## config.mk

```make
export PLATFORM = sky130hd
export DESIGN_NAME = core_test_controller
export DESIGN_NICKNAME = d
export VERILOG_FILES = /design/src/rtl/core_test_controller.sv
export SDC_FILE = /design/constraint.sdc
export NUM_CORES = 1
export LEC_CHECK = 0
export BUFFER_PORTS_ARGS = -buffer_cell sky130_fd_sc_hd__buf_4
export CAP_MARGIN = 25
export CORE_ASPECT_RATIO = 0.6
export CORE_UTILIZATION = 40
export CTS_CLUSTER_DIAMETER = 200
export DETAILED_ROUTE_END_ITERATION = 6
export PLACE_DENSITY_LB_ADDON = 0.12
export SETUP_SLACK_MARGIN = 0.02
export SLEW_MARGIN = 20
export SYNTH_ARGS = -nofsm -noshare
export SYNTH_HDL_FRONTEND = slang
export SYNTH_SLANG_ARGS = --single-unit
```

## constraint.sdc

```tcl
create_clock -name i_clk -period 3.6 [get_ports i_clk]
set_input_delay 0.36 -clock i_clk [delete_from_list [all_inputs] [get_ports i_clk]]
set_output_delay 0.36 -clock i_clk [all_outputs]
set_load 0.01 [all_outputs]
```

## src/rtl/core_test_controller.sv

```systemverilog
// Run controller for the RV32I core under test: sequences core reset, snoops tohost stores, enforces a cycle budget.
// Optional store counter enabled by defining CORE_TEST_CTRL_STORE_CNT_EN.
module core_test_controller #(
  parameter int unsigned RST_CYCLES     = 2,
  parameter int unsigned TIMEOUT_CYCLES = 100,
  parameter logic [31:0] TOHOST_ADDR    = 32'h0000_1000,
  parameter int unsigned CNT_W          = 32
) (
  input  logic             i_clk,
  input  logic             i_rstn,
  input  logic             i_start,
  input  logic             i_mem_we,
  input  logic [31:0]      i_mem_addr,
  input  logic [31:0]      i_mem_wdata,
  output logic             o_core_rstn,
  output logic             o_busy,
  output logic             o_done,
  output logic             o_pass,
  output logic             o_fail,
  output logic             o_timeout,
  output logic [30:0]      o_code,
  output logic [CNT_W-1:0] o_cycles,
  output logic [CNT_W-1:0] o_stores
);

  typedef enum logic [1:0] {IDLE, RESET, RUN, DONE} state_t;

  localparam logic [31:0]      RST_LOAD = 32'(RST_CYCLES - 1);
  localparam logic [CNT_W-1:0] TMO_LAST = CNT_W'(TIMEOUT_CYCLES - 1);
  localparam logic [CNT_W-1:0] CNT_ONE  = CNT_W'(1);

  state_t      state, state_nxt;
  logic [31:0] rst_cnt;
  logic        term, is_pass, tmo_hit, restart;

  function automatic logic [CNT_W-1:0] sat_inc(input logic [CNT_W-1:0] v);
    sat_inc = (&v) ? v : v + CNT_ONE;
  endfunction

  assign term    = i_mem_we && (i_mem_addr == TOHOST_ADDR) && i_mem_wdata[0];
  assign is_pass = (i_mem_wdata == 32'h1);
  assign tmo_hit = (TIMEOUT_CYCLES != 0) && (o_cycles == TMO_LAST);
  assign restart = i_start && ((state == IDLE) || (state == DONE));

  always_comb begin
    state_nxt = state;
    case (state)
      IDLE, DONE: if (i_start) state_nxt = RESET;
      RESET:      if (rst_cnt == 32'd0) state_nxt = RUN;
      RUN:        if (term || tmo_hit) state_nxt = DONE;
      default:    state_nxt = IDLE;
    endcase
  end

  // state register and registered status; a terminating store takes priority over timeout
  always_ff @(posedge i_clk or negedge i_rstn) begin
    if (!i_rstn) begin
      state       <= IDLE;
      rst_cnt     <= '0;
      o_core_rstn <= 1'b0;
      o_busy      <= 1'b0;
      o_done      <= 1'b0;
      o_pass      <= 1'b0;
      o_fail      <= 1'b0;
      o_timeout   <= 1'b0;
      o_code      <= '0;
      o_cycles    <= '0;
    end else begin
      state       <= state_nxt;
      o_core_rstn <= (state_nxt == RUN);
      o_busy      <= (state_nxt == RESET) || (state_nxt == RUN);
      o_done      <= (state_nxt == DONE);
      case (state)
        IDLE, DONE: begin
          if (i_start) begin
            rst_cnt   <= RST_LOAD;
            o_pass    <= 1'b0;
            o_fail    <= 1'b0;
            o_timeout <= 1'b0;
            o_code    <= '0;
            o_cycles  <= '0;
          end
        end
        RESET: begin
          if (rst_cnt != 32'd0) rst_cnt <= rst_cnt - 32'd1;
        end
        RUN: begin
          o_cycles <= sat_inc(o_cycles);
          if (term) begin
            if (is_pass) begin
              o_pass <= 1'b1;
            end else begin
              o_fail <= 1'b1;
              o_code <= i_mem_wdata[31:1];
            end
          end else if (tmo_hit) begin
            o_timeout <= 1'b1;
          end
        end
        default: ;
      endcase
    end
  end

`ifdef CORE_TEST_CTRL_STORE_CNT_EN
  always_ff @(posedge i_clk or negedge i_rstn) begin
    if (!i_rstn) begin
      o_stores <= '0;
    end else if (restart) begin
      o_stores <= '0;
    end else if ((state == RUN) && i_mem_we) begin
      o_stores <= sat_inc(o_stores);
    end
  end
`else
  assign o_stores = '0;
`endif

endmodule

```

# Yosys cells after proc, flatten, opt, wreduce, memory -nomap -nowiden
# Cells that the tools add are included.
dict set report op_classes {
  eq_ne 17
  add_sub_neg 2
  muxes 24
  n_reduce_logical 16
}
# op n
set op_table {}
lappend op_table {{2-to-1 mux 32 bit} 4}
lappend op_table {{case mux 32 bit (2 select lines)} 2}
lappend op_table {{2-to-1 mux 31 bit} 3}
lappend op_table {{case mux 31 bit (2 select lines)} 1}
lappend op_table {{adder 32 x 1 -> 32 bit, second input constant} 1}
lappend op_table {{== test 32 x 1 -> 1 bit, second input constant} 1}
lappend op_table {{== test 32 x 13 -> 1 bit, second input constant} 1}
lappend op_table {{== test 32 x 7 -> 1 bit, second input constant} 1}
lappend op_table {{zero test 32 bit} 1}
lappend op_table {{AND reduction 32 bit} 1}
lappend op_table {{nonzero test 32 bit} 1}
lappend op_table {{subtractor 32 x 1 -> 32 bit, second input constant} 1}
lappend op_table {{inequality test 2 bit, second input constant} 8}
lappend op_table {{AND reduction 4 bit} 3}
lappend op_table {{== test 2 bit, second input constant} 4}
lappend op_table {{2-to-1 mux 1 bit} 7}
lappend op_table {{2-to-1 mux 2 bit} 3}
lappend op_table {{case mux 1 bit (2 select lines)} 3}
lappend op_table {{case mux 2 bit (3 select lines)} 1}
lappend op_table {{AND reduction 3 bit} 2}
lappend op_table {{== test 2 x 1 -> 1 bit, second input constant} 2}
lappend op_table {{nonzero test 2 bit} 2}
lappend op_table {{logical AND 1 bit} 2}
lappend op_table {{zero test 2 bit} 1}
lappend op_table {{2 further kinds} 3}
dict set report totals {
  reg_bits 103
  word_cells 69
}

# Logic depth before layout (Yosys ltp)
# Gate-level depths: netlist of the first run.
dict set report depth {
  word_depth 8
  ltp_mapped 9
}

# Least setup slack after synthesis of the first run
# OpenSTA, ideal clock, no wires.
dict set report synth_timing {
  path_kind {reg2reg}
  startpoint {reg rst_cnt[0]}
  endpoint {reg o_busy}
  arrival_ns 2.509
  setup_time_ns 0.063
  path_slack_ns 1.028
  path_buffers 0
  stages_incl_launch_ff 9
  cell_sequence {dfrtp_1 inv_1 ha_1 or3b_2 nor4_4 nand4_1 a221oi_1 ha_1 inv_1}
}
dict set report synth_between {
  elab_chain_cells 5
}
# item line_no
set synth_lines {}
lappend synth_lines {{start, declared} 33} ;# logic [31:0] rst_cnt;
lappend synth_lines {{start signal, assigned} 85} ;# if (rst_cnt != 32'd0) rst_cnt <= rst_cnt - 32'd1;
lappend synth_lines {{zero test 32 bit *} 49} ;# RESET: if (rst_cnt == 32'd0) state_nxt = RUN;
lappend synth_lines {{2-to-1 mux 2 bit *} 49}
lappend synth_lines {{case mux 2 bit (3 select lines) *} 47} ;# case (state)
lappend synth_lines {{net state_nxt[1]} 32} ;# state_t state, state_nxt;
lappend synth_lines {{== test 2 x 1 -> 1 bit / == test 2 bit (equally long branches)} 71} ;# o_busy <= (state_nxt == RESET) || (state_nxt == RUN);
lappend synth_lines {{logical OR 1 bit *} 71}
lappend synth_lines {{end signal, assigned} 71}
lappend synth_lines {{end, declared} 16} ;# output logic o_busy,
# Mark *: on every way through the listed nets, which the timed path passes. The rest lies on a longest branch.
# A chain may end at the register's enable or synchronous reset.

# Worst setup path in the final report of the first run
dict set report layout_timing {
  startpoint {reg rst_cnt[0]}
  endpoint {reg rst_cnt[4]}
}
dict set report layout_between {
  elab_chain_cells 3
}
# item line_no
set layout_lines {}
lappend layout_lines {{subtractor 32 x 1 -> 32 bit / nonzero test 32 bit (equally long branches)} 85}
lappend layout_lines {{2-to-1 mux 32 bit / inequality test 2 bit (equally long branches)} n/a}
lappend layout_lines {{case mux 32 bit (2 select lines) / AND reduction 3 bit (equally long branches)} n/a}
# Parallel ways exist; a longest one is shown, timed or not. The select of a mux whose other input is x is not followed.

==> results_dict.tcl, run 1 <==
set metrics [dict create \
    status "finished, final reports clean" \
    syn_avg_cell_area_um2 9.62 \
    cp_max_fo 22 \
    start_util 0.413 \
    rows 33 \
    clock_skew_ns 0.00587 \
    wl_mm 16.0 \
    rr_worst_depth 7 \
    diodes 0 \
    cts_tree "yes" \
    worst-slew-pin-transition_ns 0.966 \
    power.density_nw_per_um2 331 \
    finalMaxSlewViolations 0 \
    crit_arrival_ns 3.34 \
    drtIter0Drc 484 \
    fin_crit_ns 3.07 \
    place_congestion 0.909 \
    die_area_um2 14700 \
    grt_antenna_before_repair 0 \
    grt_pass1_vias 4767 \
    crit_path_start_kind "register" \
    syn_to_final_growth_pct 25.1 \
    netlist_instances 590 \
    grt_max_degree 72 \
    vias_per_cell 5.66 \
    synth_edf_count 0 \
    n_fill_cell 1275 \
    r2r_slack_ns 0.53 \
    max_cap_violations 0 \
    dp_slack_ns 0.577 \
    hold_viol 0 \
    grt_overflow 0 \
    cts_buffers 9 \
    p_leak_nw 3.28 \
    max_freq_mhz 325 \
    port_buffers 136 \
    drtPass1Iterations 5 \
    ir_drop_mv 0.201 \
    die_width_um 156 \
    syn_area_um2 5680 \
    post-route-period-util 0.853 \
    ctsHtreeMaxLevel 3 \
    rsz0062_at_grt "no" \
    drt.antenna.violating_nets 0 \
    fin_setup_tns_ns 0 \
    clockBufferDepth 2 \
    wl_per_cell_um 17.5 \
    yosysWarnings 0 \
    cts-root-buf "clkbuf_16" \
    finalSetupViolCount 0 \
    cts_resized 0 \
    synthArstFlopShare 1.00 \
    crit_type "reg -> reg" \
    hold_path.class "in -> async" \
    timing.final.ws_setup_ns 0.528 \
    drive_gt1_frac 0.254 \
    synthFlopType "dfrtp_1" \
    clock-sinks 103 \
    hold_buffers 0 \
    post-route-drc-count 0 \
    hpwl_mm 11.8 \
    worstSetupEndpointType "register" \
    post_cts_buffers 0 \
    cts.clk_slew.worst_paths_ns 0.07 \
    clock_latency_ns 0.35 \
    nets 793 \
    dieHeight_um 94.3 \
    required_ns 3.87 \
    ys_seq_area_frac 0.454 \
    coreArea_um2 13700 \
    timing.rr.start "rst_cnt[0]$_DFFE_PN0P_" \
    relSlewSlack 0.355 \
    grt.total_usage 0.224 \
    vias 5185 \
    ys_seq_elements 103 \
    netlist-cell-type-count 61 \
    io-pin-count 169 \
    grt_pass1_wl_mm 25.5 \
    startpoint "rst_cnt[0]$_DFFE_PN0P_" \
    rr_endpoint "rst_cnt[4]$_DFFE_PN0P_" \
]
## stage by stage
stage	std cells	util	power [mW]	instance area, um2	hold WS (ns)
final	916	0.516	2.35	7100	0.140
after global routing	916	0.516	2.44	7100	0.214
after CTS	916	0.516	2.38	7100	0.181
after detailed placement	900	0.494	1.36	6800	0.474
after global placement	899	0.493	1.36	6770	0.471
after floorplan	621	-	1.27	5790	0.0644
## worst max path at each step
stage                                   end  slack, ns  cells after the start
CTS                  rst_cnt[4]$_DFFE_PN0P_       0.54                      7
floorplan                  o_busy$_DFF_PN0_       1.03                      8
detailed placement   rst_cnt[4]$_DFFE_PN0P_       0.58                      7
finish               rst_cnt[4]$_DFFE_PN0P_       0.53                      7
global route         rst_cnt[4]$_DFFE_PN0P_       0.29                      7
global placement    rst_cnt[21]$_DFFE_PN0P_       0.69                      7
## Yosys cell counts, drive strengths merged (4+ instances only)
| master | instances | area (um2) |
|---|---|---|
| or3 | 33 | 206 |
| o21ai | 32 | 160 |
| mux2i | 6 | 60.1 |
| nor4 | 26 | 184 |
| and4 | 4 | 35.0 |
| ha | 6 | 75.1 |
| or4 | 26 | 199 |
| o211ai | 4 | 30.0 |
| nand4 | 24 | 150 |
| a22o | 32 | 280 |
| xnor2 | 4 | 35.0 |
| dfrtp | 103 | 2580 |
| clkbuf | 25 | 93.8 |
| nor2 | 33 | 124 |
| nand3 | 14 | 70.1 |
| xor2 | 7 | 61.3 |
| a21oi | 43 | 223 |
| nor3 | 17 | 101 |
| o31ai | 18 | 140 |
| inv | 11 | 41.3 |
| nand2 | 28 | 105 |
| and3 | 7 | 43.8 |
| buf | 38 | 288 |
| nand2b | 8 | 50.1 |
## where the power goes
part	leakage (nW)	internal (mW)	switching (mW)
clock network	0.147	0.549	0.466
registers	1.40	1.16	0.0258
logic	1.73	0.0701	0.0771
## logic make-up (layout without fill, tap and decap cells)
logic type	count (synthesis)	after routing	share of synthesized area
mux	8	8	0.0145
other cells	1	32	0.000661
fa+ha+maj	6	6	0.0132
flops	103	103	0.454
xor+xnor	11	11	0.0170
simple gates	233	233	0.242
compound gates	154	154	0.184
buf+inv	74	177	0.0745
## critical path, cell delays in order (launching register included)
cell and delay [ns]:
dfrtp_1 0.42, inv_1 0.09, ha_1 0.20, or3b_2 0.55
or4_1 0.69, nor3_4 0.69, o21ai_1 0.16, a21oi_1 0.19
## sequential cells by signal, summed over array words and instances (netlist names)
register	flops
o_done	1
rst_cnt	32
o_busy	1
o_timeout	1
o_code	31
o_cycles	32
o_pass	1
state	2
o_fail	1
o_core_rstn	1
## final cells by class
cell class	count	area [um2]	area share
clock buffers	9	225	0.0317
flip-flops and latches	103	2580	0.363
well taps	192	240	0.0338
clock inverters	7	77.6	0.0109
multi-input cells	444	2800	0.395
repair buffers	150	1130	0.160
inverters	11	41.3	0.00582
## cells in the final DEF, fill, tap and decap left out, types with 6 or more instances in the layout
cell,synthesis,routed
nor2_1,33,33
o21ai_1,7,6
ha_1,6,6
a21oi_1,41,41
xor2_1,7,7
and3_1,7,7
inv_1,11,11
conb_1,1,32
o31ai_1,17,17
nand2_1,28,28
clkbuf_16,0,9
buf_4,32,149
or3_1,33,33
nand3_1,14,14
nor3_1,15,15
o21ai_0,25,25
nor4_1,24,24
nand4_1,24,24
a22o_1,32,32
nand2b_1,8,8
mux2i_1,6,6
dfrtp_1,103,103
or4_1,25,25
## metal layers
layer	vias up	global-route usage	wire, um
li1	2466	-	-
met1	2517	0.337	8150
met2	187	0.318	6620
met3	15	0.0535	1090
met4	0	0.0498	167
met5	-	0	0
No activity file was read; power rests on OpenSTA's default activity.
==> run 2: changes to the inputs <==
==> constraint.sdc (replaced) <==
create_clock -name i_clk -period 3.4 [get_ports i_clk]
set_input_delay 0.34 -clock i_clk [delete_from_list [all_inputs] [get_ports i_clk]]
set_output_delay 0.34 -clock i_clk [all_outputs]
set_load 0.01 [all_outputs]
==> run 2 against run 1 <==
Via count is 0.79% higher. Global-route usage is 0.35 points higher. Cell count stayed put. Critical path depth is 1 higher. Hold slack worse by 0.078 ns. Register-to-register slack worse by 0.11 ns. Critical endpoint is now o_busy$_DFF_PN0_. Largest cell class unchanged. Largest power group unchanged.
==> results_dict.tcl, run 2 (same netlist as run 1, synthesis figures left out) <==
set metrics [dict create \
    place_congestion 0.886 \
    busiest_layer "met1" \
    pwr-share-clk 0.452 \
    max_freq_mhz 336 \
    vias_per_cell 5.71 \
    finalMaxSlewViolations 0 \
    start_util 0.413 \
    reg_top3 "o_cycles (32), rst_cnt (32), o_code (31)" \
    globalRouteMet1Util 0.340 \
    met3_usage 0.0475 \
    post-route-period-util 0.876 \
    diodes 0 \
    rsz0062_at_grt "no" \
    r2r_slack_ns 0.42 \
    die_area_um2 14700 \
    fin_setup_tns_ns 0 \
    clock_latency_ns 0.34 \
    worstSetupEndpointType "register" \
    p_leak_nw 3.29 \
    clock_skew_ns 0.00631 \
    finalSetupViolCount 0 \
    wl_mm 16.2 \
    die_width_um 156 \
    hold_buffers 0 \
    relSlewSlack 0.419 \
    rr_endpoint "o_busy$_DFF_PN0_" \
    drtIter0Drc 509 \
    dieHeight_um 94.3 \
    nets 794 \
    pwr-share-seq 0.487 \
    final_cell_mix "buf_4 (150), dfrtp_1 (103), a21oi_1 (41)" \
    status "finished, final reports clean" \
    wl_per_cell_um 17.7 \
    crit_arrival_ns 3.26 \
    mostFrequentLayoutCell "buf_4" \
    syn_to_final_growth_pct 25.7 \
    power_mw 2.59 \
    cts.clk_slew.worst_paths_ns 0.07 \
    hpwl_mm 12.0 \
    worst-slew-pin-transition_ns 0.869 \
    ctsHtreeMaxLevel 3 \
    clockBufferDepth 2 \
    grt_antenna_before_repair 0 \
    hold_path.class "in -> async" \
    grt_overflow 0 \
    cts-root-buf "clkbuf_16" \
    drive_gt1_frac 0.253 \
    max_cap_violations 0 \
    clock-sinks 103 \
    timing.rr.start "rst_cnt[0]$_DFFE_PN0P_" \
    cp_max_fo 7 \
    rr_worst_depth 8 \
    required_ns 3.68 \
    post_cts_buffers 0 \
    crit_type "reg -> reg" \
    power.density_nw_per_um2 363 \
    rows 33 \
    cts_tree "yes" \
    vias 5226 \
    p_int_mw 2.03 \
    drtPass1Iterations 5 \
    cts_resized 0 \
    gr-usage-met2 0.331 \
    placed_area_um2 6800 \
    switching_power_mw 0.560 \
    ir_drop_mv 0.202 \
    crit_path_start_kind "register" \
    grt_max_degree 59 \
    io-pin-count 169 \
    post-route-drc-count 0 \
    fin_crit_ns 2.98 \
    grt.total_usage 0.227 \
    cts_buffers 9 \
    combinationalPowerShare 0.061 \
    grt_pass1_wl_mm 26.0 \
    drt.antenna.violating_nets 0 \
    hold_viol 0 \
    swShare 0.217 \
    design_area_um2 7140 \
    coreArea_um2 13700 \
    grt_pass1_vias 4927 \
    port_buffers 136 \
]
run 2: power by group through the flow:
stage / clock (mW) / sequential (mW) / combinational (mW)
2_1_floorplan: 0 / 1.27 / 0.0753
3_3_place_gp: 0 / 1.28 / 0.156
3_5_place_dp: 0 / 1.28 / 0.159
4_1_cts: 1.21 / 1.26 / 0.159
5_1_grt: 1.25 / 1.26 / 0.176
6_report: 1.17 / 1.26 / 0.157
run 2: worst max-delay path by stage:
stage,endpoint,start,depth (start not counted),slack [ns]
6_report,o_busy$_DFF_PN0_,rst_cnt[0]$_DFFE_PN0P_,8,0.42
5_1_grt,o_busy$_DFF_PN0_,rst_cnt[0]$_DFFE_PN0P_,8,0.20
4_1_cts,o_busy$_DFF_PN0_,rst_cnt[0]$_DFFE_PN0P_,8,0.41
3_5_place_dp,o_busy$_DFF_PN0_,rst_cnt[0]$_DFFE_PN0P_,8,0.42
3_3_place_gp,rst_cnt[6]$_DFFE_PN0P_,rst_cnt[0]$_DFFE_PN0P_,8,0.61
2_1_floorplan,o_busy$_DFF_PN0_,rst_cnt[0]$_DFFE_PN0P_,8,0.83
run 2: layer usage:
metal | routed length, um | part of all wire
met1 | 8150 | 0.50
met2 | 6780 | 0.42
met3 | 1090 | 0.067
met4 | 191 | 0.012
met5 | 0 | 0
run 2: metrics by stage:
stage | cells | setup slack, ns | hold WS [ns] | util
6_report | 916 | 0.420 | 0.0622 | 0.519
5_1_grt | 916 | 0.201 | 0.120 | 0.519
4_1_cts | 916 | 0.408 | 0.0932 | 0.519
3_5_place_dp | 901 | 0.418 | 0.459 | 0.495
3_3_place_gp | 900 | 0.606 | 0.456 | 0.493
2_1_floorplan | 621 | 0.828 | 0.0444 | -
run 2: critical path, stage by stage (launching register included):
cell and delay [ns]:
dfrtp_1 0.43, inv_1 0.10, ha_1 0.18, or3b_2 0.53, nor4_4 0.45, nand4_1 0.35, a221oi_1 0.51, ha_1 0.33
inv_1 0.05
run 2: area by class of cell:
cell class / instances / area [um2]
multi-input cells: 444 / 2800
clock buffers: 10 / 229
fillers: 1271 / 6610
clock inverters: 5 / 106
repair buffers: 151 / 1140
inverters: 11 / 41.3
flip-flops and latches: 103 / 2580
well taps: 192 / 240
